### config.mk
export PLATFORM = sky130hd
export DESIGN_NAME = ifetch_queue_flat
export DESIGN_NICKNAME = d
export VERILOG_FILES = /design/src/rtl/ifetch_queue_pkg.sv /design/src/rtl/ifetch_queue_if.sv /design/src/rtl/ifetch_queue_fifo.sv /design/src/rtl/ifetch_queue.sv /design/src/flat_wrapper.sv
export SDC_FILE = /design/constraint.sdc
export NUM_CORES = 1
export LEC_CHECK = 0
export ABC_AREA = 1
export CORE_ASPECT_RATIO = 0.75
export CORE_MARGIN = 1
export CORE_UTILIZATION = 25
export CTS_CLUSTER_SIZE = 10
export DETAILED_ROUTE_END_ITERATION = 7
export SYNTH_ARGS = -nofsm -noshare
export SYNTH_HDL_FRONTEND = slang
export SYNTH_SLANG_ARGS = --single-unit
### constraint.sdc
create_clock -name clk -period 12.6 [get_ports clk]
set_input_delay 2.52 -clock clk [delete_from_list [all_inputs] [get_ports clk]]
set_output_delay 2.52 -clock clk [all_outputs]
set_load 0.02 [all_outputs]
### src/rtl/ifetch_queue_pkg.sv
// Shared types and constants for the instruction-fetch queue.
package ifetch_pkg;

    typedef struct packed {
        logic [31:0] pc;
        logic [31:0] instr;
    } ifq_entry_t;

    localparam int          WORD_BYTES = 4;
    localparam logic [31:0] NOP_WORD   = 32'hE1A0_0000;

endpackage

### src/rtl/ifetch_queue_if.sv
// Fetch-side bundle: imem address/data, redirect request and the decode handshake.
interface ifetch_queue_if #(
    parameter int ADDR_W = 32
);
    logic [ADDR_W-1:0] imem_a;
    logic [31:0]       imem_rd;
    logic              redirect_valid;
    logic [ADDR_W-1:0] redirect_pc;
    logic              instr_valid;
    logic [31:0]       instr;
    logic [ADDR_W-1:0] instr_pc;
    logic              instr_ready;

    modport master (
        output imem_a,
        input  imem_rd,
        input  redirect_valid,
        input  redirect_pc,
        output instr_valid,
        output instr,
        output instr_pc,
        input  instr_ready
    );

    modport slave (
        input  imem_a,
        output imem_rd,
        output redirect_valid,
        output redirect_pc,
        input  instr_valid,
        input  instr,
        input  instr_pc,
        output instr_ready
    );
endinterface

### src/rtl/ifetch_queue_fifo.sv
// ifq_fifo: DEPTH-entry register FIFO of {pc, instr} with flush; head is read combinationally.
module ifq_fifo
    import ifetch_pkg::*;
#(
    parameter int DEPTH = 4,
    localparam int PTR_W = $clog2(DEPTH)
) (
    input  logic             clk,
    input  logic             reset,
    input  logic             push,
    input  logic             pop,
    input  logic             flush,
    input  ifq_entry_t       wr_data,
    output ifq_entry_t       rd_data,
    output logic [PTR_W:0]   count,
    output logic             full,
    output logic             empty
);
    logic [PTR_W-1:0] wr_ptr_reg, wr_ptr_next;
    logic [PTR_W-1:0] rd_ptr_reg, rd_ptr_next;
    logic [PTR_W:0]   count_reg, count_next;
    ifq_entry_t       entry_q [DEPTH];

    genvar gi;
    generate
        for (gi = 0; gi < DEPTH; gi++) begin : g_entry
            ifq_entry_t entry_reg;
            always_ff @(posedge clk or posedge reset) begin
                if (reset) begin
                    entry_reg <= '0;
                end else if (push && !flush && wr_ptr_reg == PTR_W'(gi)) begin
                    entry_reg <= wr_data;
                end
            end
            assign entry_q[gi] = entry_reg;
        end
    endgenerate

    // Flush overrides everything; otherwise push and pop may coincide even when full.
    always_comb begin
        wr_ptr_next = wr_ptr_reg;
        rd_ptr_next = rd_ptr_reg;
        count_next  = count_reg;
        if (flush) begin
            wr_ptr_next = '0;
            rd_ptr_next = '0;
            count_next  = '0;
        end else begin
            if (push) wr_ptr_next = wr_ptr_reg + 1'b1;
            if (pop)  rd_ptr_next = rd_ptr_reg + 1'b1;
            count_next = count_reg + (PTR_W+1)'(push) - (PTR_W+1)'(pop);
        end
    end

    always_ff @(posedge clk or posedge reset) begin
        if (reset) begin
            wr_ptr_reg <= '0;
            rd_ptr_reg <= '0;
            count_reg  <= '0;
        end else begin
            wr_ptr_reg <= wr_ptr_next;
            rd_ptr_reg <= rd_ptr_next;
            count_reg  <= count_next;
        end
    end

    assign rd_data = entry_q[rd_ptr_reg];
    assign count   = count_reg;
    assign full    = (count_reg == (PTR_W+1)'(DEPTH));
    assign empty   = (count_reg == '0);
endmodule

### src/rtl/ifetch_queue.sv
// Fetch stage: owns the PC, fills a prefetch FIFO from imem and handles redirects.
// Optional perf counters are built when IFETCH_QUEUE_PERF_EN is defined.
module ifetch_queue
    import ifetch_pkg::*;
#(
    parameter int                DEPTH    = 4,
    parameter int                ADDR_W   = 32,
    parameter logic [ADDR_W-1:0] RESET_PC = '0
) (
    input  logic               clk,
    input  logic               reset,
    ifetch_queue_if.master     bus
`ifdef IFETCH_QUEUE_PERF_EN
    ,
    output logic [31:0]        perf_fetched,
    output logic [31:0]        perf_flushed
`endif
);
    localparam int PTR_W = $clog2(DEPTH);

    logic [ADDR_W-1:0] fetch_pc_reg, fetch_pc_next;
    logic              push, pop, full, empty;
    logic [PTR_W:0]    count;
    ifq_entry_t        wr_entry, head;

    // A pop frees a slot in the same edge, so a full FIFO still accepts a fetch.
    assign pop  = !empty && bus.instr_ready;
    assign push = !bus.redirect_valid && (!full || pop);

    assign wr_entry = '{pc: 32'(fetch_pc_reg), instr: bus.imem_rd};

    ifq_fifo #(.DEPTH(DEPTH)) u_fifo (
        .clk     (clk),
        .reset   (reset),
        .push    (push),
        .pop     (pop),
        .flush   (bus.redirect_valid),
        .wr_data (wr_entry),
        .rd_data (head),
        .count   (count),
        .full    (full),
        .empty   (empty)
    );

    always_comb begin
        fetch_pc_next = fetch_pc_reg;
        if (bus.redirect_valid) begin
            fetch_pc_next = {bus.redirect_pc[ADDR_W-1:2], 2'b00};
        end else if (push) begin
            fetch_pc_next = fetch_pc_reg + ADDR_W'(WORD_BYTES);
        end
    end

    always_ff @(posedge clk or posedge reset) begin
        if (reset) fetch_pc_reg <= RESET_PC;
        else       fetch_pc_reg <= fetch_pc_next;
    end

    assign bus.imem_a      = fetch_pc_reg;
    assign bus.instr_valid = !empty;
    assign bus.instr       = head.instr;
    assign bus.instr_pc    = ADDR_W'(head.pc);

`ifdef IFETCH_QUEUE_PERF_EN
    logic [31:0]    fetched_reg, flushed_reg;
    logic [32:0]    flushed_sum;
    logic [PTR_W:0] discard;

    // The entry popped during a redirect belongs to decode, so it is not counted as flushed.
    always_comb begin
        discard     = count - (PTR_W+1)'(pop);
        flushed_sum = {1'b0, flushed_reg} + 33'(discard);
    end

    always_ff @(posedge clk or posedge reset) begin
        if (reset) begin
            fetched_reg <= '0;
            flushed_reg <= '0;
        end else begin
            if (push && fetched_reg != '1) fetched_reg <= fetched_reg + 1'b1;
            if (bus.redirect_valid) flushed_reg <= flushed_sum[32] ? '1 : flushed_sum[31:0];
        end
    end

    assign perf_fetched = fetched_reg;
    assign perf_flushed = flushed_reg;
`endif
endmodule

### src/flat_wrapper.sv
// flat-port wrapper written by rule: the top's interface ports become plain ports
module ifetch_queue_flat import ifetch_pkg::*;
#(
    parameter int                DEPTH    = 4,
    parameter int                ADDR_W   = 32,
    parameter logic [ADDR_W-1:0] RESET_PC = '0
)
  (clk, reset, bus_imem_a, bus_imem_rd, bus_redirect_valid, bus_redirect_pc, bus_instr_valid, bus_instr, bus_instr_pc, bus_instr_ready);
  ifetch_queue_if #(.ADDR_W(ADDR_W)) bus_i ();
  input  logic clk;
  input  logic reset;
  output wire logic [$bits(bus_i.imem_a)-1:0] bus_imem_a;
  input wire logic [$bits(bus_i.imem_rd)-1:0] bus_imem_rd;
  input wire logic [$bits(bus_i.redirect_valid)-1:0] bus_redirect_valid;
  input wire logic [$bits(bus_i.redirect_pc)-1:0] bus_redirect_pc;
  output wire logic [$bits(bus_i.instr_valid)-1:0] bus_instr_valid;
  output wire logic [$bits(bus_i.instr)-1:0] bus_instr;
  output wire logic [$bits(bus_i.instr_pc)-1:0] bus_instr_pc;
  input wire logic [$bits(bus_i.instr_ready)-1:0] bus_instr_ready;
  assign bus_imem_a = bus_i.imem_a;
  assign bus_i.imem_rd = bus_imem_rd;
  assign bus_i.redirect_valid = bus_redirect_valid;
  assign bus_i.redirect_pc = bus_redirect_pc;
  assign bus_instr_valid = bus_i.instr_valid;
  assign bus_instr = bus_i.instr;
  assign bus_instr_pc = bus_i.instr_pc;
  assign bus_i.instr_ready = bus_instr_ready;
  ifetch_queue #(.DEPTH(DEPTH), .ADDR_W(ADDR_W), .RESET_PC(RESET_PC)) u_core (.clk(clk), .reset(reset), .bus(bus_i));
endmodule
Word level (Yosys, flattened, before mapping)
Cells that the tools add are included.

cells by class
  $add $sub $neg = 5
  multiply operators = 0
  div/mod/pow operators = 0
  order comparisons = 1
  equal/unequal tests = 4
  shift-type cells = 0
  mux-type cells = 10
  bitwise gates (word level) = 1
  reductions and logical operators = 15

operators by type and width
  kind                                                 count
  binary-select mux 64 bit (select 2 bit)              1
  2-to-1 mux 64 bit                                    2
  2-to-1 mux 32 bit                                    2
  adder 32 x 3 -> 32 bit, second input constant        1
  2-to-1 mux 2 bit                                     4
  logical AND 1 bit                                    7
  adder 2 x 1 -> 2 bit, second input constant          2
  equality test 2 bit, second input constant           2
  nonzero test 2 bit                                   2
  adder 3 x 1 -> 3 bit                                 1
  equality test 3 bit, second input constant           1
  >= comparator 3 bit, second input constant           1
  logical NOT 1 bit                                    3
  logical NOT 3 bit                                    1
  2-to-1 mux 3 bit                                     1
  NOT 2 -> 3 bit                                       1
  subtractor 3 x 1 -> 3 bit                            1
  equality test 2 x 1 -> 1 bit, second input constant  1
  logical NOT 2 bit                                    1
  logical OR 1 bit                                     1

word-level totals
  bits in registers = 295
  bits in latches = 0
  memory bits (writable) = 0
  memory bits (read-only) = 0
  bits of input ports = 68
  output and inout port bits = 97
  logic and storage cells = 48
  memories = 0

Longest topological paths before layout
  depth after elaboration = 8
  gate-level depth with buffers = 11
  mapped depth without buffers = 11

Cells and area by module
Synthesis repeated with hierarchy kept, for this count alone.

unflattened totals
  cells, all modules = 1785
  area, all modules = 14108.5 um2

modules (own cells, without submodules)
  module        times used  cells each  area an instance (um2)  seq. area each (um2)
  ifq_fifo      1           1431        11875.1                 6581.3
  ifetch_queue  1           354         2233.4                  750.7

Worst setup path after synthesis
Ideal clock, no wire load.

  path type = in2reg
  from = input port bus_redirect_valid
  to = register u_core.u_fifo.count_reg[2] (netlist: u_core.u_fifo.count[2])
  library setup time = 135 ps
  arrival time = 3971 ps
  data required time = 12465 ps
  path slack = 8494 ps
  stages = 10
  path buffers = 1
  cells stage by stage = buf_2 -> inv_2 -> nand2_8 -> ha_1 -> inv_1 -> ha_1 -> inv_1 -> fa_1 -> nor3_1 -> nor3_1

between the ends
  longest elaborated chain between the ends = 5

ends and longest elaborated chain
  item                                   RTL line                 RTL
  from (decl)                            flat_wrapper.sv:14       input wire logic [$bits(bus_i.redirect_valid)-1:0] bus_redirect_valid;
  logical NOT 1 bit                      ifetch_queue.sv:28       assign push = !bus.redirect_valid && (!full || pop);
  logical AND 1 bit                      ifetch_queue.sv:28
  adder 3 x 1 -> 3 bit                   ifetch_queue_fifo.sv:51  count_next = count_reg + (PTR_W+1)'(push) - (PTR_W+1)'(pop);
  subtractor 3 x 1 -> 3 bit              ifetch_queue_fifo.sv:51
  2-to-1 mux 3 bit *                     ifetch_queue_fifo.sv:44  if (flush) begin
  named net u_core.u_fifo.count_next[2]  ifetch_queue_fifo.sv:21  logic [PTR_W:0] count_reg, count_next;
  to (signal assigned)                   ifetch_queue_fifo.sv:63  count_reg <= count_next;
  to (decl)                              ifetch_queue_fifo.sv:21

Mark *: on every way through the listed nets, which the timed path passes. The rest lies on a longest branch.
A chain may end at the register's enable or synchronous reset.

Worst setup path after layout
  from = register u_core.u_fifo.rd_ptr_reg[0]
  to = output port bus_instr_pc[16]

between the ends
  longest elaborated chain between the ends = 4

ends and longest elaborated chain
  item                                                  RTL line                 RTL
  from (decl)                                           ifetch_queue_fifo.sv:20  logic [PTR_W-1:0] rd_ptr_reg, rd_ptr_next;
  from (signal assigned)                                ifetch_queue_fifo.sv:62  rd_ptr_reg <= rd_ptr_next;
  NOT 2 -> 3 bit (not written as such)                  ifetch_queue_fifo.sv:67  assign rd_data = entry_q[rd_ptr_reg];
  binary-select mux 64 bit (select 2 bit)               ifetch_queue_fifo.sv:67
  2-to-1 mux 64 bit (not written as such) (2 in a row)  ifetch_queue_fifo.sv:67
  to (decl)                                             flat_wrapper.sv:18       output wire logic [$bits(bus_i.instr_pc)-1:0] bus_instr_pc;

Every way passes these cells. The select of a mux whose other input is x is not followed.

==> run summary <==
status - finished, final reports clean
Yosys cell types - 33
initial antenna violation count - 0
max_cap viols - 0
Ports - 165
Clock Skew - 23.65 ps
# DRC - 0
Die H - 201.2 um
max FFs per register - 248
Mapped Area - 13,230 um2
Synth top area share - 0.5391
gr usage total - 0.1440
Worst Path Required - 10,080 ps
Startpoint Class - register
Worst-Margin Slew - 1051 ps
Worst VDD drop - 0.09139 mV
Worst slew margin - 0.2992
max incr delay on CP - 750 ps
CP cell instances - inv_4 > buf_4 > o21ai_0 > o22ai_1 > clkdlybuf4s50_1
CP max stage cell - buf_4
Worst-path clk slew - 60 ps
fin crit period - 6390 ps
Synth Instances - 1,594
CTS buffer count - 36
maximum buffer depth of the clock tree - 3
Layout fillers - 5,481
area of the multi-input gates - 5080 um2
htree depth - 2
initial detailed-routing violation count - 1,032
Inst Count DP - 2,364
vias - 11.24k
postcts setup bufs - 0
RSZ-0062 raised after global routing - false
global-route wire length before repair - 61,420 um
Layout Cells excl Fill - 2,418
Max FO, Critical Path - 77
Core Box Area - 51,890 um2
crit end category - output port
Fin Hold WS - 482.2 ps
average cell area after synthesis - 8.300 um2
Max Fclk - 0.1565 GHz
fin. max-slew vios - 0
wire per inst - 15.82 um
Synth area leader - dfrtp_1
port buffer count - 158
Crit Path Class - reg -> out
first-pass detailed-route iteration total - 7
CTS tree - done
GP Congestion - 0.8749
post-DP HPWL - 23,360 um
Most used DFF post-synth - dfrtp_1
starting density of the core - 0.2550
Fin. Hold Viols - 0
asr flop ratio synth - 1.000
Final Cycle Share - 0.5071
final core occ - 0.3120
width of the die - 267.6 um
post-DR vias/cell - 4.648
final wirelength - 38,240 um
min-delay worst type - reg -> reg
YS warnings - 0
Sink Count - 285
Crit path max-delay family - buffers and inverters
Clk Latency, worst-skew pair - 550 ps
Post-CTS Hold Fix Bufs - 0
antenna cells - 0
Antenna Violating Nets Remaining - 0
Cell Pwr Density - 248.2 nW/um2
post-CTS sizing - 0
Layout Nets - 1,775
Final Setup Violations - 0
flops & latches, synth - 285
Leak Pwr - 0.007239 uW
total grt overflow - 0
worst path arrival time - 3870 ps
Setup TNS - 0 ps
Root Buffer - clkbuf_16
Storage cell area - 7137 um2
synthesis-to-finish area growth - 22.37%
area of the die - 53,850 um2
Post-synth EDFFs - 0
synth top area cells - dfrtp_1 (54%), nand2_1 (11%), o21ai_1 (9.2%)
vias in the first global route - 11.15k
# rows - 72
share of cells above drive strength 1 - 0.04548
largest net degree at the start of global routing - 139
WP buf/inv - 3
sequential area share after synthesis - 0.5391
path summary, 6_finish.rpt:
path	from	end	slack, ps	cells past startpoint
setup reg to reg	u_core.u_fifo.count[1]$_DFF_PP0_	u_core.u_fifo.entry_q[92]$_DFFE_PP0P_	9940	8
hold reg to reg	u_core.u_fifo.entry_q[80]$_DFFE_PP0P_	u_core.u_fifo.entry_q[80]$_DFFE_PP0P_	480	2
setup / recovery	u_core.u_fifo.rd_ptr_reg[0]$_DFFE_PP0P_	bus_instr_pc[16]	6210	5
min in group asynchronous	reset	u_core.bus.imem_a[3]$_DFFE_PP0N_	2590	2
hold / removal	u_core.u_fifo.entry_q[80]$_DFFE_PP0P_	u_core.u_fifo.entry_q[80]$_DFFE_PP0P_	480	2
max in group asynchronous	reset	u_core.u_fifo.entry_q[212]$_DFFE_PP0P_	8380	3
layout make-up:
type / count / area share
Clock inverter: 6 / 0.003864
Sequential cell: 285 / 0.4408
Inverter: 102 / 0.02473
Clock buffer: 48 / 0.05966
Timing Repair Buffer: 169 / 0.1028
Multi-Input combinational cell: 1105 / 0.3138
Tap cell: 703 / 0.05433
worst reg2reg max path: stages, from the launching register on:
cell and delay, ps:
dfrtp_1 450, nor2_4 180, nand2_4 100, nand2_8 120, inv_8 110, nand2_4 430, buf_4 890, nand2_1 170
o21ai_1 120
power by group:
| group | internal, uW | leakage, uW | switching, uW |
|---|---|---|---|
| combinational | 627 | 0.00317 | 916 |
| sequential | 1300 | 0.00357 | 232 |
| clock | 537 | 0.000499 | 402 |
| total | 2470 | 0.00724 | 1550 |
metal layers:
metal	part of all wire	track usage
met5	0	0
met4	0.018	0.04143
met3	0.058	0.02570
met2	0.46	0.2285
met1	0.47	0.1994
layout by cell type, fill, tap and decap left out, drive strengths merged:
cell type	n
o21ai	401
nand2	392
dfrtp	285
nor2	176
clkdlybuf4s50	158
inv	104
o22ai	62
clkbuf	48
nand3	45
buf	11
ha	7
xor2	5
conb	4
o211ai	3
clkinv	3
nor3	2
a21oi	2
nand4	1
o21a	1
a31oi	1
xnor2	1
o221ai	1
fa	1
clkinvlp	1
kinds of logic after synthesis:
family          share of synthesized area
buf+inv                           0.07783
other cells                     0.0002834
fa+ha+maj                        0.008133
flops                              0.5391
xor+xnor                         0.003972
simple gates                       0.1855
compound gates                     0.1852
through the flow:
| step | power, uW | worst slack [ps] | instance area [um2] |
|---|---|---|---|
| floorplan | 2481 | 2216 | 13240 |
| global placement | 3061 | 6736 | 15160 |
| detailed placement | 3104 | 6750 | 15160 |
| CTS | 4077 | 6120 | 16190 |
| global route | 4313 | 6006 | 16190 |
| finish | 4018 | 6210 | 16190 |
synth_stat cells (3+ instances only):
library cell  instances
nand2_1             384
dfrtp_1             285
o21ai_1             242
nor2_1              169
o21ai_0             159
inv_1                97
o22ai_1              62
clkbuf_1             56
nand3_1              45
buf_6                28
buf_2                16
ha_1                  7
nor2_2                6
nand2_4               5
xor2_1                5
buf_4                 4
o211ai_1              3
No activity file was read; power rests on OpenSTA's default activity.
